### config.mk
export PLATFORM = sky130hd
export DESIGN_NAME = fir_filter_param_flat
export DESIGN_NICKNAME = d
export VERILOG_FILES = /design/src/rtl/fir_pkg.sv /design/src/rtl/fir_filter_param_if.sv /design/src/rtl/fir_sample_counter.sv /design/src/rtl/fir_filter_param.sv /design/src/flat_wrapper.sv
export SDC_FILE = /design/constraint.sdc
export NUM_CORES = 1
export LEC_CHECK = 0
export CORE_ASPECT_RATIO = 1.1
export CORE_MARGIN = 5
export CORE_UTILIZATION = 55
export DETAILED_ROUTE_END_ITERATION = 10
export PLACE_DENSITY = 0.71
export SETUP_SLACK_MARGIN = 0.2
export SYNTH_ARGS = -nofsm -noshare
export SYNTH_HDL_FRONTEND = slang
export SYNTH_HIERARCHICAL = 1
export SYNTH_SLANG_ARGS = --single-unit
### constraint.sdc
create_clock -name clk -period 11.6 [get_ports clk]
set_input_delay 1.74 -clock clk [delete_from_list [all_inputs] [get_ports clk]]
set_output_delay 1.74 -clock clk [all_outputs]
set_load 0.02 [all_outputs]
### src/rtl/fir_pkg.sv
// Shared types and width helpers for the FIR engine.
//  state_t  : engine FSM states
//  fir_acc_w: accumulator width, wide enough for NTAPS full-precision products
package fir_pkg;

  typedef enum logic [2:0] {
    IDLE   = 3'd0,
    LOAD   = 3'd1,
    WAITLC = 3'd2,
    SHIFT  = 3'd3,
    MAC    = 3'd4,
    OUT    = 3'd5
  } state_t;

  function automatic int fir_acc_w(input int data_w, input int coef_w, input int ntaps);
    return data_w + coef_w + $clog2(ntaps);
  endfunction

endpackage

### src/rtl/fir_filter_param_if.sv
// Sample/coefficient front-end to FIR engine bus.
//  master: front-end side (drives samples, coefficients, strobes)
//  slave : engine side (drives status, result, pulses)
interface fir_filter_param_if #(
  parameter int DATA_W = 16,
  parameter int COEF_W = 16
);
  logic [DATA_W-1:0] sample_data;
  logic [COEF_W-1:0] fir_coefficient;
  logic              load_coeff;
  logic              data_ready;
  logic              modwait;
  logic              coef_ready;
  logic              out_valid;
  logic [DATA_W-1:0] fir_out;
  logic              sat;
  logic              err;
  logic              one_k_samples;

  modport master (
    output sample_data, fir_coefficient, load_coeff, data_ready,
    input  modwait, coef_ready, out_valid, fir_out, sat, err, one_k_samples
  );

  modport slave (
    input  sample_data, fir_coefficient, load_coeff, data_ready,
    output modwait, coef_ready, out_valid, fir_out, sat, err, one_k_samples
  );
endinterface

### src/rtl/fir_sample_counter.sv
// Accepted-sample counter wrapping at SAMPLE_CNT.
//  clk, rst : clock, synchronous active-high reset
//  inc_i    : one accepted sample this cycle
//  pulse_o  : high in the cycle the count wraps SAMPLE_CNT-1 -> 0
module fir_sample_counter #(
  parameter int SAMPLE_CNT = 1000
) (
  input  logic clk,
  input  logic rst,
  input  logic inc_i,
  output logic pulse_o
);
  localparam int CNT_W = (SAMPLE_CNT > 1) ? $clog2(SAMPLE_CNT) : 1;
  localparam logic [CNT_W-1:0] LAST = CNT_W'(SAMPLE_CNT - 1);

  logic [CNT_W-1:0] cnt_q;
  logic             wrap;

  assign wrap    = (cnt_q == LAST);
  assign pulse_o = inc_i && wrap;

  always_ff @(posedge clk) begin
    if (rst)        cnt_q <= '0;
    else if (inc_i) cnt_q <= wrap ? '0 : cnt_q + CNT_W'(1);
  end
endmodule

### src/rtl/fir_filter_param.sv
// N-tap FIR engine: serial coefficient load, sample delay line, one MAC
// per cycle, saturated magnitude of the Q-scaled result.
//  clk, rst : clock, synchronous active-high reset
//  bus      : slave side of fir_filter_param_if (strobes in, status/result out)
module fir_filter_param
  import fir_pkg::*;
#(
  parameter int DATA_W     = 16,
  parameter int COEF_W     = 16,
  parameter int NTAPS      = 4,
  parameter int SAMPLE_CNT = 1000
) (
  input  logic                clk,
  input  logic                rst,
  fir_filter_param_if.slave   bus
);
  localparam int ACC_W = fir_acc_w(DATA_W, COEF_W, NTAPS);
  localparam int PW    = DATA_W + COEF_W;
  localparam int TAP_W = $clog2(NTAPS);
  localparam logic [TAP_W-1:0] LAST_TAP = TAP_W'(NTAPS - 1);
  localparam logic [ACC_W:0]   MAXV     = {{(ACC_W + 1 - DATA_W){1'b0}}, {DATA_W{1'b1}}};

  state_t                         state_q;
  logic [NTAPS-1:0][DATA_W-1:0]   x_q;
  logic [NTAPS-1:0][COEF_W-1:0]   c_q;
  logic [DATA_W-1:0]              sample_q;
  logic [TAP_W-1:0]               idx_q, tap_q;
  logic signed [ACC_W-1:0]        acc_q;
  logic                           modwait_q, coef_ready_q, out_valid_q, sat_q, err_q;
  logic [DATA_W-1:0]              fir_out_q;

  logic signed [PW-1:0]           prod;
  logic signed [ACC_W-1:0]        acc_d, y;
  logic [ACC_W:0]                 y_ext, mag;
  logic                           sat_d;
  logic [DATA_W-1:0]              fir_out_d;
  logic                           one_k;

  // Result is formed from the final accumulation so it can be registered on
  // the last MAC edge and presented during OUT. Magnitude uses one extra bit
  // so the most negative y does not wrap.
  always_comb begin
    prod      = PW'($signed(x_q[tap_q])) * PW'($signed(c_q[tap_q]));
    acc_d     = acc_q + ACC_W'(prod);
    y         = acc_d >>> (COEF_W - 1);
    y_ext     = {y[ACC_W-1], y};
    mag       = y_ext[ACC_W] ? (~y_ext + (ACC_W + 1)'(1)) : y_ext;
    sat_d     = (mag > MAXV);
    fir_out_d = sat_d ? {DATA_W{1'b1}} : mag[DATA_W-1:0];
  end

  always_ff @(posedge clk) begin
    if (rst) begin
      state_q      <= IDLE;
      x_q          <= '0;
      c_q          <= '0;
      sample_q     <= '0;
      idx_q        <= '0;
      tap_q        <= '0;
      acc_q        <= '0;
      modwait_q    <= 1'b0;
      coef_ready_q <= 1'b0;
      out_valid_q  <= 1'b0;
      sat_q        <= 1'b0;
      err_q        <= 1'b0;
      fir_out_q    <= '0;
    end else begin
      out_valid_q <= 1'b0;
      case (state_q)
        IDLE: begin
          if (bus.load_coeff) begin
            state_q   <= LOAD;
            modwait_q <= 1'b1;
            if (bus.data_ready) err_q <= 1'b1;
          end else if (bus.data_ready && coef_ready_q) begin
            state_q   <= SHIFT;
            sample_q  <= bus.sample_data;
            modwait_q <= 1'b1;
          end else if (bus.data_ready) begin
            err_q <= 1'b1;
          end
        end
        LOAD: begin
          c_q[idx_q] <= bus.fir_coefficient;
          idx_q      <= (idx_q == LAST_TAP) ? '0 : idx_q + TAP_W'(1);
          if (idx_q == LAST_TAP) coef_ready_q <= 1'b1;
          if (bus.data_ready)    err_q <= 1'b1;
          state_q <= WAITLC;
        end
        WAITLC: begin
          // one write per load_coeff high phase
          modwait_q <= bus.load_coeff;
          if (!bus.load_coeff) state_q <= IDLE;
          if (bus.data_ready)  err_q <= 1'b1;
        end
        SHIFT: begin
          x_q     <= {x_q[NTAPS-2:0], sample_q};
          acc_q   <= '0;
          tap_q   <= '0;
          err_q   <= bus.data_ready || bus.load_coeff;
          state_q <= MAC;
        end
        MAC: begin
          acc_q <= acc_d;
          tap_q <= tap_q + TAP_W'(1);
          if (bus.data_ready || bus.load_coeff) err_q <= 1'b1;
          if (tap_q == LAST_TAP) begin
            fir_out_q   <= fir_out_d;
            sat_q       <= sat_d;
            out_valid_q <= 1'b1;
            state_q     <= OUT;
          end
        end
        OUT: begin
          modwait_q <= 1'b0;
          if (bus.data_ready || bus.load_coeff) err_q <= 1'b1;
          state_q <= IDLE;
        end
        default: state_q <= IDLE;
      endcase
    end
  end

  fir_sample_counter #(.SAMPLE_CNT(SAMPLE_CNT)) u_cnt (
    .clk     (clk),
    .rst     (rst),
    .inc_i   (state_q == SHIFT),
    .pulse_o (one_k)
  );

  assign bus.modwait       = modwait_q;
  assign bus.coef_ready    = coef_ready_q;
  assign bus.out_valid     = out_valid_q;
  assign bus.fir_out       = fir_out_q;
  assign bus.sat           = sat_q;
  assign bus.err           = err_q;
  assign bus.one_k_samples = one_k;
endmodule

### src/flat_wrapper.sv
// flat-port wrapper written by rule: the top's interface ports become plain ports
module fir_filter_param_flat import fir_pkg::*;
#(
  parameter int DATA_W     = 16,
  parameter int COEF_W     = 16,
  parameter int NTAPS      = 4,
  parameter int SAMPLE_CNT = 1000
)
  (clk, rst, bus_sample_data, bus_fir_coefficient, bus_load_coeff, bus_data_ready, bus_modwait, bus_coef_ready, bus_out_valid, bus_fir_out, bus_sat, bus_err, bus_one_k_samples);
  fir_filter_param_if #(.DATA_W(DATA_W), .COEF_W(COEF_W)) bus_i ();
  input  logic clk;
  input  logic rst;
  input wire logic [$bits(bus_i.sample_data)-1:0] bus_sample_data;
  input wire logic [$bits(bus_i.fir_coefficient)-1:0] bus_fir_coefficient;
  input wire logic [$bits(bus_i.load_coeff)-1:0] bus_load_coeff;
  input wire logic [$bits(bus_i.data_ready)-1:0] bus_data_ready;
  output wire logic [$bits(bus_i.modwait)-1:0] bus_modwait;
  output wire logic [$bits(bus_i.coef_ready)-1:0] bus_coef_ready;
  output wire logic [$bits(bus_i.out_valid)-1:0] bus_out_valid;
  output wire logic [$bits(bus_i.fir_out)-1:0] bus_fir_out;
  output wire logic [$bits(bus_i.sat)-1:0] bus_sat;
  output wire logic [$bits(bus_i.err)-1:0] bus_err;
  output wire logic [$bits(bus_i.one_k_samples)-1:0] bus_one_k_samples;
  assign bus_i.sample_data = bus_sample_data;
  assign bus_i.fir_coefficient = bus_fir_coefficient;
  assign bus_i.load_coeff = bus_load_coeff;
  assign bus_i.data_ready = bus_data_ready;
  assign bus_modwait = bus_i.modwait;
  assign bus_coef_ready = bus_i.coef_ready;
  assign bus_out_valid = bus_i.out_valid;
  assign bus_fir_out = bus_i.fir_out;
  assign bus_sat = bus_i.sat;
  assign bus_err = bus_i.err;
  assign bus_one_k_samples = bus_i.one_k_samples;
  fir_filter_param #(.DATA_W(DATA_W), .COEF_W(COEF_W), .NTAPS(NTAPS), .SAMPLE_CNT(SAMPLE_CNT)) u_core (.clk(clk), .rst(rst), .bus(bus_i));
endmodule
==> metrics.md <==
| Metric | Value |
|---|---|
| Routed len/inst | `about 19 um` |
| Largest family of logic cells by synthesized area | `adder cells` |
| Post-synth top area share | `between 20 and 30%` |
| Global route overflow | `0` |
| Clock buffer depth | `3` |
| Slowest cell on the critical path | `fa_1` |
| Synth Area in Adders | `36.1%` |
| Clock Power Share | `48.1%` |
| Max-slew violations | `0` |
| Top Metal Used | `met4` |
| P_leak | `about 10 nW` |
| Final cycle utilization of the critical path | `between 80 and 90%` |
| Sw frac | `between 20% and 30%` |
| Pin count of the biggest net entering global routing | `approximately 120` |
| Pin slew with the least headroom to its limit | `about 1300 ps` |
| Slowest stage delay, CP | `920 ps` |
| Arr. time, crit path | `roughly 10000 ps` |
| Core footprint | `37100 um2` |
| Synth Flop Type | `dfxtp_1` |
| Synthesized flop and latch total | `~220` |
| CTS buffer count | `25` |
| Layout cells sized above 1 | `under 10%` |
| H-tree Lvls | `1` |
| Synth Area in Compound Gates | `roughly 11%` |
| Post-Syn Area | `between 20000 and 25000 um2` |
| Worst-path fanout max | `28` |
| Net Count, Synth | `approximately 2800` |
| Clk_lat worst skew | `approximately 560 ps` |
| Fillers | `about 3200` |
| Pwr Density | `~80 nW/um2` |
| Met3 WL post-DR | `approximately 2300 um` |
| Die W | `195 um` |
| Most common cell after layout, fill and taps aside | `nand2_1` |
| Dpl ws | `around 1600 ps` |
| PortBufs | `57` |
| Post-synth EDFFs | `0` |
| FF+latch area | `4330 um2` |
| Final WS setup | `about 1500 ps` |
| Vias in the first global route | `about 17000` |
| Cell taking the most area after synthesis | `fa_1` |
| Final Skew | `about 20 ps` |
| Reg clk slew, reported paths | `approximately 60 ps` |
| Initial drt markers | `between 1000 and 1500` |
| Via density | `approximately 5.7` |
| Detailed-routing wirelength on met1 | `around 20000 um` |
| Post-cts gate resize count | `0` |
| Routed Wire Length | `~53000 um` |
| P_int | `~1.3 mW` |
| Ant diodes | `0` |
| Placer Congestion | `about 0.9` |
| Metal2 WL | `27600 um` |
| Clock root cell | `clkbuf_16` |
| Startpoint Class | `register` |
| Combinational fraction of design power | `under 10%` |
| Row Count | `74` |
| Multi-input gate area | `14500 um2` |
| Reg power frac | `42.3%` |
| Rel. slew slack | `approximately 16%` |
| Hold slack | `448 ps` |
| WP buf/inv | `3` |
| CP dominant cell by count | `fa_1` |
| Nets | `roughly 2800` |
| Synth Area in XOR/XNOR | `under 10%` |
| Switching pwr | `between 400 and 500 uW` |
| CP top delay family | `adder cells` |
| Synth warn | `6` |
| Syn Area/Cell | `about 8.9 um2` |
| Post-route minimum period | `roughly 10000 ps` |
| Top post-synthesis cells by area | `fa_1 (30%), dfxtp_1 (21%), nand2_1 (8.3%)` |
| Final hold vios | `0` |
| Worst Hold Class | `register to register` |
| Worst vdd ir | `between 0.0001 and 0.00015 V` |
| CTS tree | `yes` |
| Drt first pass iters | `5` |
| ANT nets after route | `0` |
| Area Overhead vs Synth | `8.16%` |
| Starting Density | `between 50% and 60%` |
| First-pass GRT wire length | `approximately 90000 um` |
| Io pins | `58` |
| Gate Count Post-Synth | `around 2300` |
| Setup repair bufs after CTS | `0` |
| Post-Route Setup TNS | `0 ps` |
| CP cell instances | `mux4_2, nand2_1, inv_1, fa_1, fa_1, fa_1, fa_1, fa_1, inv_1, fa_1, inv_1, ha_1, nand4_1, or3_1, or4b_1, o211ai_1, a31oi_1, xnor2_1, or3b_2, or4_4, o211ai_4, a311oi_2` |
| GRT Total Usage | `roughly a quarter` |
| Clock sinks | `216` |
| Vias | `around 16000` |
| Die area | `between 40000 and 50000 um2` |
| Status | `complete, no violations` |
| CP required | `11990 ps` |
| Initial antenna violation count | `0` |
| Async SR Flop Fraction | `0%` |
| Simple logic cell fraction of the synthesized area | `17.2%` |
| Max Freq | `99.4 MHz` |
| Synth cell types | `81` |
| RSZ-0062 raised after global routing | `false` |
| DRC | `0` |
| Die Y | `213 um` |
| Register area share after synthesis | `a little over a fifth` |
| DPL Wire Length | `39900 um` |
| Setup CP Type | `register to register` |
| Count of final setup violators | `0` |
| Nature of the critical path endpoint | `register` |
| Post-CTS Hold Buffers | `0` |
| Most frequent cells in the layout | `nand2_1 (455), inv_1 (366), fa_1 (305), dfxtp_1 (214), a21oi_1 (193)` |
| Max cap viols | `0` |
| Mux cell area share after synthesis | `under 10%` |
-- cell type report --
cell class / instances / share of cell area (%)
multi-input cells: 1632 / 64.9
flip-flops and latches: 216 / 19.3
repair buffers: 65 / 2.82
clock buffers: 37 / 3.40
clock inverters: 8 / 0.621
inverters: 367 / 6.16
well taps: 494 / 2.76
-- layer usage --
layer / global-route usage [%] / vias to the layer above
met3: 3.00 / 122
met2: 48.2 / 416
met5: 0 / -
li1: - / 7337
met4: 9.66 / 0
met1: 31.5 / 8075
-- flip-flops by register name, indices dropped and copies added (netlist names) --
signal / cells
u_core/acc_q: 34
u_core/bus.coef_ready: 1
u_core/bus.err: 1
u_core/bus.fir_out: 16
u_core/bus.modwait: 1
u_core/bus.out_valid: 1
u_core/bus.sat: 1
u_core/c_q: 64
u_core/idx_q: 2
u_core/sample_q: 16
u_core/state_q: 3
u_core/tap_q: 2
u_core/u_cnt/cnt_q: 10
u_core/x_q: 64
-- power groups by stage --
| stage | registers (mW) | logic (mW) | clock network (mW) |
|---|---|---|---|
| final | 0.753 | 0.171 | 0.858 |
| after detailed placement | 0.770 | 0.168 | 0 |
| after floorplan | 0.768 | 0.118 | 0 |
| after global routing | 0.754 | 0.188 | 0.905 |
| after global placement | 0.769 | 0.166 | 0 |
| after CTS | 0.753 | 0.170 | 0.871 |
-- synth_stat cells (15+ instances only) --
library cell,number
xor2_1,15
nor2_1,107
clkbuf_1,106
fa_1,305
a21oi_1,193
and2_1,125
a22oi_1,33
xnor2_1,34
inv_1,367
nand2_1,455
mux4_2,31
o21ai_0,23
ha_1,109
dfxtp_1,216
-- path summary, 6_finish.rpt --
check	depth (start not counted)	endpoint	slack (ps)	startpoint
max	22	u_core/bus.fir_out[12]	1540	u_core/tap_q[0]
min	2	u_core/x_q[11]	450	u_core/sample_q[11]
max reg2reg	22	u_core/bus.fir_out[12]	1540	u_core/tap_q[0]
min reg2reg	2	u_core/x_q[11]	450	u_core/sample_q[11]
-- worst min-delay path: stages (launching register included) --
cell and delay (ps):
dfxtp_1 310, nand2_1 50, a21oi_1 50
-- kinds of logic (layout without fill, tap and decap cells) --
kind of cell	Yosys count	in the layout
xor gates and xnor gates	49	49
and+or+nand+nor	778	778
buffers and inverters	485	477
muxes	37	37
adders and majority gates	414	414
DFF	216	216
AOI/OAI and AO/OA	354	354
-- through the flow --
| stage | cell area [um2] | util (%) | instances | total power [mW] |
|---|---|---|---|---|
| after floorplan | 20700 | - | 2333 | 0.886 |
| after global placement | 21500 | 57.8 | 2774 | 0.935 |
| after detailed placement | 21500 | 57.8 | 2774 | 0.938 |
| after CTS | 22400 | 60.3 | 2819 | 1.79 |
| after global routing | 22400 | 60.3 | 2819 | 1.85 |
| final | 22400 | 60.3 | 2819 | 1.78 |
(Power assumes the default switching activity.)
